### src/rtl/clk_sup_pkg.sv
// Shared encodings and widths for the PLL/MMCM lock supervisor.
package clk_sup_pkg;
  localparam int STATE_W = 3;
  localparam int RETRY_W = 8;
  localparam int LOSS_W  = 16;

  typedef enum logic [STATE_W-1:0] {
    RESET_HOLD = 3'd0,
    WAIT_LOCK  = 3'd1,
    STABLE     = 3'd2,
    RELEASE    = 3'd3,
    RUN        = 3'd4,
    FAIL       = 3'd5
  } state_t;

  function automatic int max4(input int a, input int b, input int c, input int d);
    int m;
    m = a;
    if (b > m) m = b;
    if (c > m) m = c;
    if (d > m) m = d;
    return m;
  endfunction
endpackage

### src/rtl/clk_sup_sync2.sv
// Two-flop synchroniser with asynchronous active-low clear; output lags d by two edges.
module clk_sup_sync2 (
  input  logic clk,
  input  logic rst_n,
  input  logic d,
  output logic q
);
  logic meta;

  always_ff @(posedge clk or negedge rst_n) begin
    if (!rst_n) begin
      meta <= 1'b0;
      q    <= 1'b0;
    end else begin
      meta <= d;
      q    <= meta;
    end
  end
endmodule

### src/rtl/clk_lock_supervisor.sv
// PLL/MMCM reset and lock sequencer with staggered downstream reset release.
// Optional lock-loss event counter output enabled by CLK_SUP_LOSS_CNT_EN.
module clk_lock_supervisor
  import clk_sup_pkg::*;
#(
  parameter int NUM_OUT          = 3,
  parameter int RST_PULSE_CYC    = 16,
  parameter int LOCK_STABLE_CYC  = 1024,
  parameter int LOCK_TIMEOUT_CYC = 65536,
  parameter int STAGGER_CYC      = 8,
  parameter int MAX_RETRY        = 4
) (
  input  logic               clk_in,
  input  logic               reset_n,
  input  logic               locked,
  input  logic               retry_req,
  output logic               pll_rst,
  output logic [NUM_OUT-1:0] rst_out,
  output logic               all_ready,
  output logic               fail,
  output logic [STATE_W-1:0] state_o,
  output logic [RETRY_W-1:0] retry_cnt
`ifdef CLK_SUP_LOSS_CNT_EN
  ,
  output logic [LOSS_W-1:0]  loss_cnt
`endif
);
  localparam int CNT_W = $clog2(max4(RST_PULSE_CYC, LOCK_STABLE_CYC,
                                     LOCK_TIMEOUT_CYC, STAGGER_CYC)) + 1;
  localparam logic [CNT_W-1:0]   HOLD_LAST    = CNT_W'(RST_PULSE_CYC - 1);
  localparam logic [CNT_W-1:0]   TIMEOUT_LAST = CNT_W'(LOCK_TIMEOUT_CYC - 1);
  localparam logic [CNT_W-1:0]   STABLE_LAST  = CNT_W'(LOCK_STABLE_CYC - 1);
  localparam logic [CNT_W-1:0]   STAGGER_LAST = CNT_W'(STAGGER_CYC - 1);
  localparam logic [NUM_OUT-1:0] ALL_ON       = {NUM_OUT{1'b1}};
  localparam logic [RETRY_W-1:0] RETRY_LIMIT  = RETRY_W'(MAX_RETRY);

  logic               rst_n;
  logic               lock_s;
  state_t             state, state_nxt;
  logic [CNT_W-1:0]   cnt, cnt_nxt;
  logic [NUM_OUT-1:0] mask, mask_nxt;
  logic [RETRY_W-1:0] retry_nxt, retry_inc;
  logic               in_rel_run;

  clk_sup_sync2 u_rst_sync  (.clk(clk_in), .rst_n(reset_n), .d(1'b1),   .q(rst_n));
  clk_sup_sync2 u_lock_sync (.clk(clk_in), .rst_n(rst_n),   .d(locked), .q(lock_s));

  always_ff @(posedge clk_in or negedge rst_n) begin
    if (!rst_n) begin
      state     <= RESET_HOLD;
      cnt       <= '0;
      mask      <= ALL_ON;
      retry_cnt <= '0;
    end else begin
      state     <= state_nxt;
      cnt       <= cnt_nxt;
      mask      <= mask_nxt;
      retry_cnt <= retry_nxt;
    end
  end

  assign retry_inc = (retry_cnt == '1) ? retry_cnt : retry_cnt + 1'b1;

  always_comb begin
    state_nxt = state;
    cnt_nxt   = cnt + 1'b1;
    mask_nxt  = mask;
    retry_nxt = retry_cnt;
    case (state)
      RESET_HOLD: begin
        if (cnt == HOLD_LAST) begin
          state_nxt = WAIT_LOCK;
          cnt_nxt   = '0;
        end
      end
      WAIT_LOCK: begin
        if (lock_s) begin
          state_nxt = STABLE;
          cnt_nxt   = '0;
        end else if (cnt == TIMEOUT_LAST) begin
          retry_nxt = retry_inc;
          cnt_nxt   = '0;
          state_nxt = (MAX_RETRY != 0 && retry_inc == RETRY_LIMIT) ? FAIL : RESET_HOLD;
        end
      end
      STABLE: begin
        if (!lock_s) begin
          state_nxt = WAIT_LOCK;
          cnt_nxt   = '0;
        end else if (cnt == STABLE_LAST) begin
          state_nxt = RELEASE;
          cnt_nxt   = '0;
          mask_nxt  = ALL_ON << 1;
        end
      end
      RELEASE: begin
        // mask is a shifting run of ones: bit 0 drops first, empty means all released
        if (!lock_s) begin
          state_nxt = RESET_HOLD;
          cnt_nxt   = '0;
          mask_nxt  = ALL_ON;
        end else if (mask == '0) begin
          state_nxt = RUN;
          retry_nxt = '0;
          cnt_nxt   = '0;
        end else if (cnt == STAGGER_LAST) begin
          mask_nxt = mask << 1;
          cnt_nxt  = '0;
        end
      end
      RUN: begin
        cnt_nxt = cnt;
        if (!lock_s) begin
          state_nxt = RESET_HOLD;
          cnt_nxt   = '0;
          mask_nxt  = ALL_ON;
        end
      end
      FAIL: begin
        cnt_nxt = cnt;
        if (retry_req) begin
          state_nxt = RESET_HOLD;
          cnt_nxt   = '0;
          retry_nxt = '0;
        end
      end
      default: begin
        state_nxt = RESET_HOLD;
        cnt_nxt   = '0;
      end
    endcase
  end

  // Lock loss overrides the released pattern in the same cycle lock_s falls.
  assign in_rel_run = (state == RELEASE) || (state == RUN);
  assign rst_out    = (in_rel_run && lock_s) ? mask : ALL_ON;
  assign all_ready  = (state == RUN) && lock_s;
  assign pll_rst    = (state == RESET_HOLD) || (state == FAIL);
  assign fail       = (state == FAIL);
  assign state_o    = state;

`ifdef CLK_SUP_LOSS_CNT_EN
  always_ff @(posedge clk_in or negedge rst_n) begin
    if (!rst_n) begin
      loss_cnt <= '0;
    end else if (in_rel_run && !lock_s && loss_cnt != '1) begin
      loss_cnt <= loss_cnt + 1'b1;
    end
  end
`endif
endmodule

### config.mk
export PLATFORM = sky130hd
export DESIGN_NAME = clk_lock_supervisor
export DESIGN_NICKNAME = d
export VERILOG_FILES = /design/src/rtl/clk_sup_pkg.sv /design/src/rtl/clk_sup_sync2.sv /design/src/rtl/clk_lock_supervisor.sv
export SDC_FILE = /design/constraint.sdc
export NUM_CORES = 1
export LEC_CHECK = 0
export ABC_AREA = 1
export CAP_MARGIN = 5
export CORE_UTILIZATION = 45
export DETAILED_ROUTE_END_ITERATION = 8
export MAX_ROUTING_LAYER = met4
export PLACE_DENSITY = 0.65
export SLEW_MARGIN = 20
export SYNTH_ARGS = -nofsm -noshare
export SYNTH_HDL_FRONTEND = slang
export SYNTH_HIERARCHICAL = 1
export SYNTH_SLANG_ARGS = --single-unit
### constraint.sdc
create_clock -name clk_in -period 1.66 [get_ports clk_in]
set_clock_uncertainty 0.2 [all_clocks]
set_input_delay 0.415 -clock clk_in [delete_from_list [all_inputs] [get_ports clk_in]]
set_output_delay 0.415 -clock clk_in [all_outputs]
set_load 0.01 [all_outputs]
### After elaboration in Yosys (flattened, before gate mapping)

Cells that the tools add are included.

| storage, ports and cells | value |
|---|---|
| RAM bits | 0 |
| bits in read-only memories | 0 |
| logic and storage cells | 84 |
| flip-flop bits (word level) | 35 |
| bits in latches | 0 |
| input port bits | 4 |
| output and inout bits | 17 |
| memories kept | 0 |

| operators by class | value |
|---|---|
| bitwise operators | 0 |
| reduce and logical (&&, ||, !) cells | 12 |
| $mul | 0 |
| multiplexer cells | 37 |
| shift operators | 0 |
| divide/modulo/power cells | 0 |
| add/sub/neg operators | 2 |
| eq/ne operators | 25 |
| magnitude comparators | 0 |

Operators with widths:

| operator | count |
|---|---|
| 2-to-1 mux 17 bit | 10 |
| one-hot mux 17 bit (6 select lines) | 1 |
| 2-to-1 mux 3 bit | 17 |
| 2-to-1 mux 8 bit | 6 |
| one-hot mux 8 bit (3 select lines) | 1 |
| one-hot mux 3 bit (6 select lines) | 1 |
| AND reduction 6 bit | 3 |
| adder 17 x 1 -> 17 bit (second input constant) | 1 |
| equality test 17 x 10 -> 1 bit (second input constant) | 1 |
| equality test 17 x 16 -> 1 bit (second input constant) | 1 |
| equality test 17 x 3 -> 1 bit (second input constant) | 1 |
| equality test 17 x 4 -> 1 bit (second input constant) | 1 |
| inequality test 2 bit (second input constant) | 7 |
| inequality test 3 bit (second input constant) | 4 |
| one-hot mux 3 bit (3 select lines) | 1 |
| adder 8 x 1 -> 8 bit (second input constant) | 1 |
| equality test 8 x 3 -> 1 bit (second input constant) | 1 |
| equality test 8 bit (second input constant) | 1 |
| equality test 3 x 2 -> 1 bit (second input constant) | 2 |
| equality test 3 bit (second input constant) | 2 |
| logical NOT 3 bit | 2 |
| nonzero test 3 bit | 2 |
| inequality test 2 x 1 -> 1 bit (second input constant) | 2 |
| equality test 3 x 1 -> 1 bit (second input constant) | 1 |
| 4 further kinds | 6 |

### Longest topological paths before layout

| logic depth | value |
|---|---|
| word-level depth | 7 |
| depth in mapped cells | 14 |
| gate-level depth less buffers | 14 |

### Cells and area by module

Netlist, hierarchy kept.

Modules (own cells, without submodules):

| module | seq. area each (um^2) | area each (um^2) | instances | cells each |
|---|---|---|---|---|
| clk_lock_supervisor | 779.5 | 2149.6 | 1 | 315 |
| clk_sup_sync2 | 50.0 | 50.0 | 2 | 2 |

### Least setup slack after synthesis

Ideal clock, no wire load.

| path | value |
|---|---|
| path type | register -> register |
| start point | register cnt[1] |
| end point | register cnt[11] |
| period minus slack after synthesis | 2.200 ns |
| path buffers | 1 |
| stages on the path, launching flop included | 13 |
| setup slack | -0.540 ns |
| setup time | 0.121 ns |
| arrival time | 1.879 ns |
| data required time | 1.339 ns |
| path through | dfrtp_1 > ha_1 > nand2_1 > nor3_2 > nand2_1 > nor3_1 > ha_1 > nor2_1 > nand2_2 > nand4_4 > nor2_4 > buf_6 > nor2_1 |

| between the ends | value |
|---|---|
| longest elaborated chain between the ends | 5 |
| elaborated cells between the ends (all ways) | 14 |
| those cells by class | add/sub: 1; eq/ne: 4; mux: 9 |

RTL lines:

| element | line | RTL |
|---|---|---|
| from (decl) | clk_lock_supervisor.sv:40 | `logic [CNT_W-1:0] cnt, cnt_nxt;` |
| from (signal assigned) | clk_lock_supervisor.sv:56 | `cnt <= cnt_nxt;` |
| adder 17 x 1 -> 17 bit / equality test 17 x 3 -> 1 bit (equally long branches) | clk_lock_supervisor.sv:66, clk_lock_supervisor.sv:106 |  |
| 2-to-1 mux 17 bit | clk_lock_supervisor.sv:106 | `end else if (cnt == STAGGER_LAST) begin` |
| 2-to-1 mux 17 bit | clk_lock_supervisor.sv:102 | `end else if (mask == '0) begin` |
| 2-to-1 mux 17 bit | clk_lock_supervisor.sv:98 | `if (!lock_s) begin` |
| one-hot mux 17 bit (6 select lines) * | clk_lock_supervisor.sv:69 | `case (state)` |

Every way passes the cells marked *; elsewhere a longest branch is shown, timed or not.
A chain may end at the register's enable or synchronous reset.

### Worst setup path after layout

| path | value |
|---|---|
| start point | register cnt[0] |
| end point | register retry_cnt[2] |

| between the ends | value |
|---|---|
| longest elaborated chain between the ends | 3 |

RTL lines:

| element | line | RTL |
|---|---|---|
| equality test 17 x 16 -> 1 bit | clk_lock_supervisor.sv:80 | `end else if (cnt == TIMEOUT_LAST) begin` |
| inequality test 2 bit (no source line) | -- |  |
| AND reduction 6 bit (no source line) | -- |  |
| to (signal assigned) | clk_lock_supervisor.sv:58 | `retry_cnt <= retry_nxt;` |
| to (decl) | clk_lock_supervisor.sv:22 | `output logic [RETRY_W-1:0] retry_cnt` |

No other way between the ends.

==> reports/metrics.yaml <==
p_comb_share_pct: 59.7
nets: 452
r2r-end: "retry_cnt[2]"
io_pins: 21
syn-num-nets: 327
drt_iter0_drc: 187
power_frac_seq_pct: 25.2
start_util_pct: 47.3
antenna_cells: 0
avgSynthCellArea_um2: 7.05
netlist_area_mm2: 0.00225
cts_buffer_depth: 2
tns_ns: -15.86
antenna_found_initial: 0
synthArstFlopShare_pct: 100
synth.distinct_cells: 29
wirelength_um: 6580
cts_tree: "built"
yosys-top-cells-count: "nand2_1, nor2_1, inv_1, dfrtp_1, nand3_1"
routed-wl-met3_um: 219
cts.htree.levels: 2
drive_gt1_share_pct: 43.8
hold_ws_ns: 0.0707
ir_drop_mv: 0.588
portBuffers: 20
topRoutingLayerUsed: "met4"
grt_pass1_vias: 2391
wl_per_cell_um: 12.9
swShare_pct: 40.7
via_per_inst: 4.82
synth_seq_cells: 35
arrival_ns: 2.23
dr.pass1.iters: 4
final_cells: 512
die_h_um: 72.7
critPathMaxFanout: 8
yosysMostFrequentCell: "nand2_1"
fillCellCount: 347
via_count: 2466
dp_hpwl_um: 4500
die_w_um: 72.7
max_freq_ghz: 0.455
p_total_mw: 4.58
synth_ff_type: "dfrtp_1"
powerDensity_mw_per_mm2: 1250
num_rows: 25
max-cap-violations: 0
setup_viol_count_final: 37
p_int_mw: 2.71
overflow: 0
synth_top_area_cell: "dfrtp_1"
cp-startpoint: "cnt[0]"
status: "complete, but fails checks"
met1_length_um: 2830
slew_violations: 0
p_switching_mw: 1.86
cts_root_buf: "clkbuf_8"
cts_buffers: 5
violations: "negative setup slack"
reg2reg_slack_ns: -0.54
final_antenna_net_count: 0
grt_max_degree: 34
synthToLayoutAreaGrowth_pct: 62.4
worstPathRequired_ns: 1.70
synth_edf_count: 0
clk_latency_ns: 0.30
rsz0062_at_grt: "true"
yosysSeqAreaShare_pct: 39.1
path_clk_slew_ns: 0.07
dieArea_mm2: 0.00529
post-route-drc-count: 0
synthTopCellsByArea: "dfrtp_1, nand2_1, nor2_1"
route.met2.wl_um: 3400
grt.total_usage_pct: 27.1
ctsHoldBuffers: 0
setup_ws_ns: -0.535
core_area_mm2: 0.00475
crit-reg2reg-launch: "cnt[0]"
ys_warn_count: 6
fin_crit_sh_pct: 132
start_kind: "register"
gp_congestion: 0.933
synthCells: 319
pwr-share-clk_pct: 15.1
r2r_cells: 12
p_leak_nw: 1.85
worstSetupEndpointType: "register"
final.min_clock_period_ns: 2.20
dp_cells: 484
min_path_type: "register to async pin"
grt_first_pass_wirelength_um: 10500
finalHoldViolCount: 0
path_class: "register to register"
clock-sinks: 35
synth_top_area_share_pct: 35.6
-- per-stage QoR --
stage	worst slack, ns	utilization, %	cell area, um^2
after floorplan	-0.401	-	2260
after global placement	-0.410	65.8	3130
after detailed placement	-0.492	65.8	3130
after CTS	-0.503	72.9	3470
after global routing	-0.660	76.8	3650
final	-0.535	76.8	3650
-- per-layer routing --
metal,up-vias,GRT usage [%]
li1,1257,-
met1,1146,32.7
met2,51,45.3
met3,12,4.28
met4,0,10.9
met5,-,-
-- power by group through the flow --
| stage | sequential (mW) | combinational, mW | clock, mW |
|---|---|---|---|
| after CTS | 1.17 | 2.37 | 0.716 |
| after global routing | 1.17 | 2.98 | 0.740 |
| after global placement | 1.18 | 2.02 | 0 |
| after floorplan | 1.26 | 1.05 | 0 |
| final | 1.15 | 2.73 | 0.692 |
| after detailed placement | 1.19 | 2.05 | 0 |
-- cells by family after synthesis --
group	share of synthesized area (%)
xor gates and xnor gates	3.89
adders and majority gates	2.22
DFF	39.1
buffers and inverters	8.06
other	0.167
AOI/OAI and AO/OA	6.73
and+or+nand+nor	39.8
-- final cells by class --
cell class                      instances  area [um^2]  area share (%)
Clock buffer                            8          100            2.74
Inverter                               44          165            4.52
Multi-Input combinational cell        238         1440            39.5
Sequential cell                        35          883            24.2
Tap cell                               67         83.8            2.29
Timing Repair Buffer                  120          980            26.8
-- sequential cells by signal, indices dropped and copies added (netlist names) --
name / count
cnt: 17
mask: 3
retry_cnt: 8
state_o: 3
u_lock_sync/meta: 1
u_lock_sync/q: 1
u_rst_sync/meta: 1
u_rst_sync/q: 1
-- repair_timing --
action / in CTS / in global routing
gates resized for setup: 84 / 50
setup buffers: 16 / 6
pin swaps: 16 / 24
hold endpoints to repair: 0 / 0
endpoints found under the setup margin: 48 / 40
-- how the worst max path moves through the flow --
stage	slack, ns	depth (start not counted)	endpoint
global placement	-0.41	11	cnt[8]
global route	-0.66	14	state_o[2]
floorplan	-0.40	12	cnt[11]
finish	-0.54	12	retry_cnt[2]
detailed placement	-0.49	14	state_o[2]
CTS	-0.50	14	state_o[2]
-- cell usage in the layout, fill, tap and decap left out, types with 3 or more instances in the layout --
cell type / netlist / final
buf_4: 0 / 89
nand2_1: 91 / 75
inv_1: 41 / 38
nor2_1: 44 / 33
dfrtp_1: 32 / 29
nand2_2: 2 / 16
nand3_1: 28 / 15
buf_6: 1 / 13
nand3_2: 1 / 11
xor2_1: 10 / 10
nor2_2: 3 / 9
o21ai_1: 5 / 9
o21ai_0: 17 / 8
nor3_1: 11 / 8
nor2_4: 2 / 7
clkbuf_8: 0 / 7
inv_2: 3 / 6
nand4_1: 6 / 6
dlygate4sd2_1: 0 / 6
o21ai_2: 0 / 5
buf_2: 1 / 5
nand3_4: 1 / 4
nand2_4: 3 / 4
nor3_2: 2 / 3
ha_2: 0 / 3
clkdlybuf4s50_1: 0 / 3
dfstp_2: 3 / 3
dfrtp_2: 0 / 3
-- critical path, stage by stage, from the launching register on --
cell and delay, ns:
dfrtp_1 0.36, ha_2 0.19, nand2_2 0.06, nor3_2 0.14
nand2_1 0.12, nor3_2 0.16, ha_2 0.24, o21ai_2 0.06
nor2_2 0.15, nand2_4 0.07, nor2_4 0.22, o21ai_1 0.10
nand2_1 0.07
(Power assumes the default switching activity.)
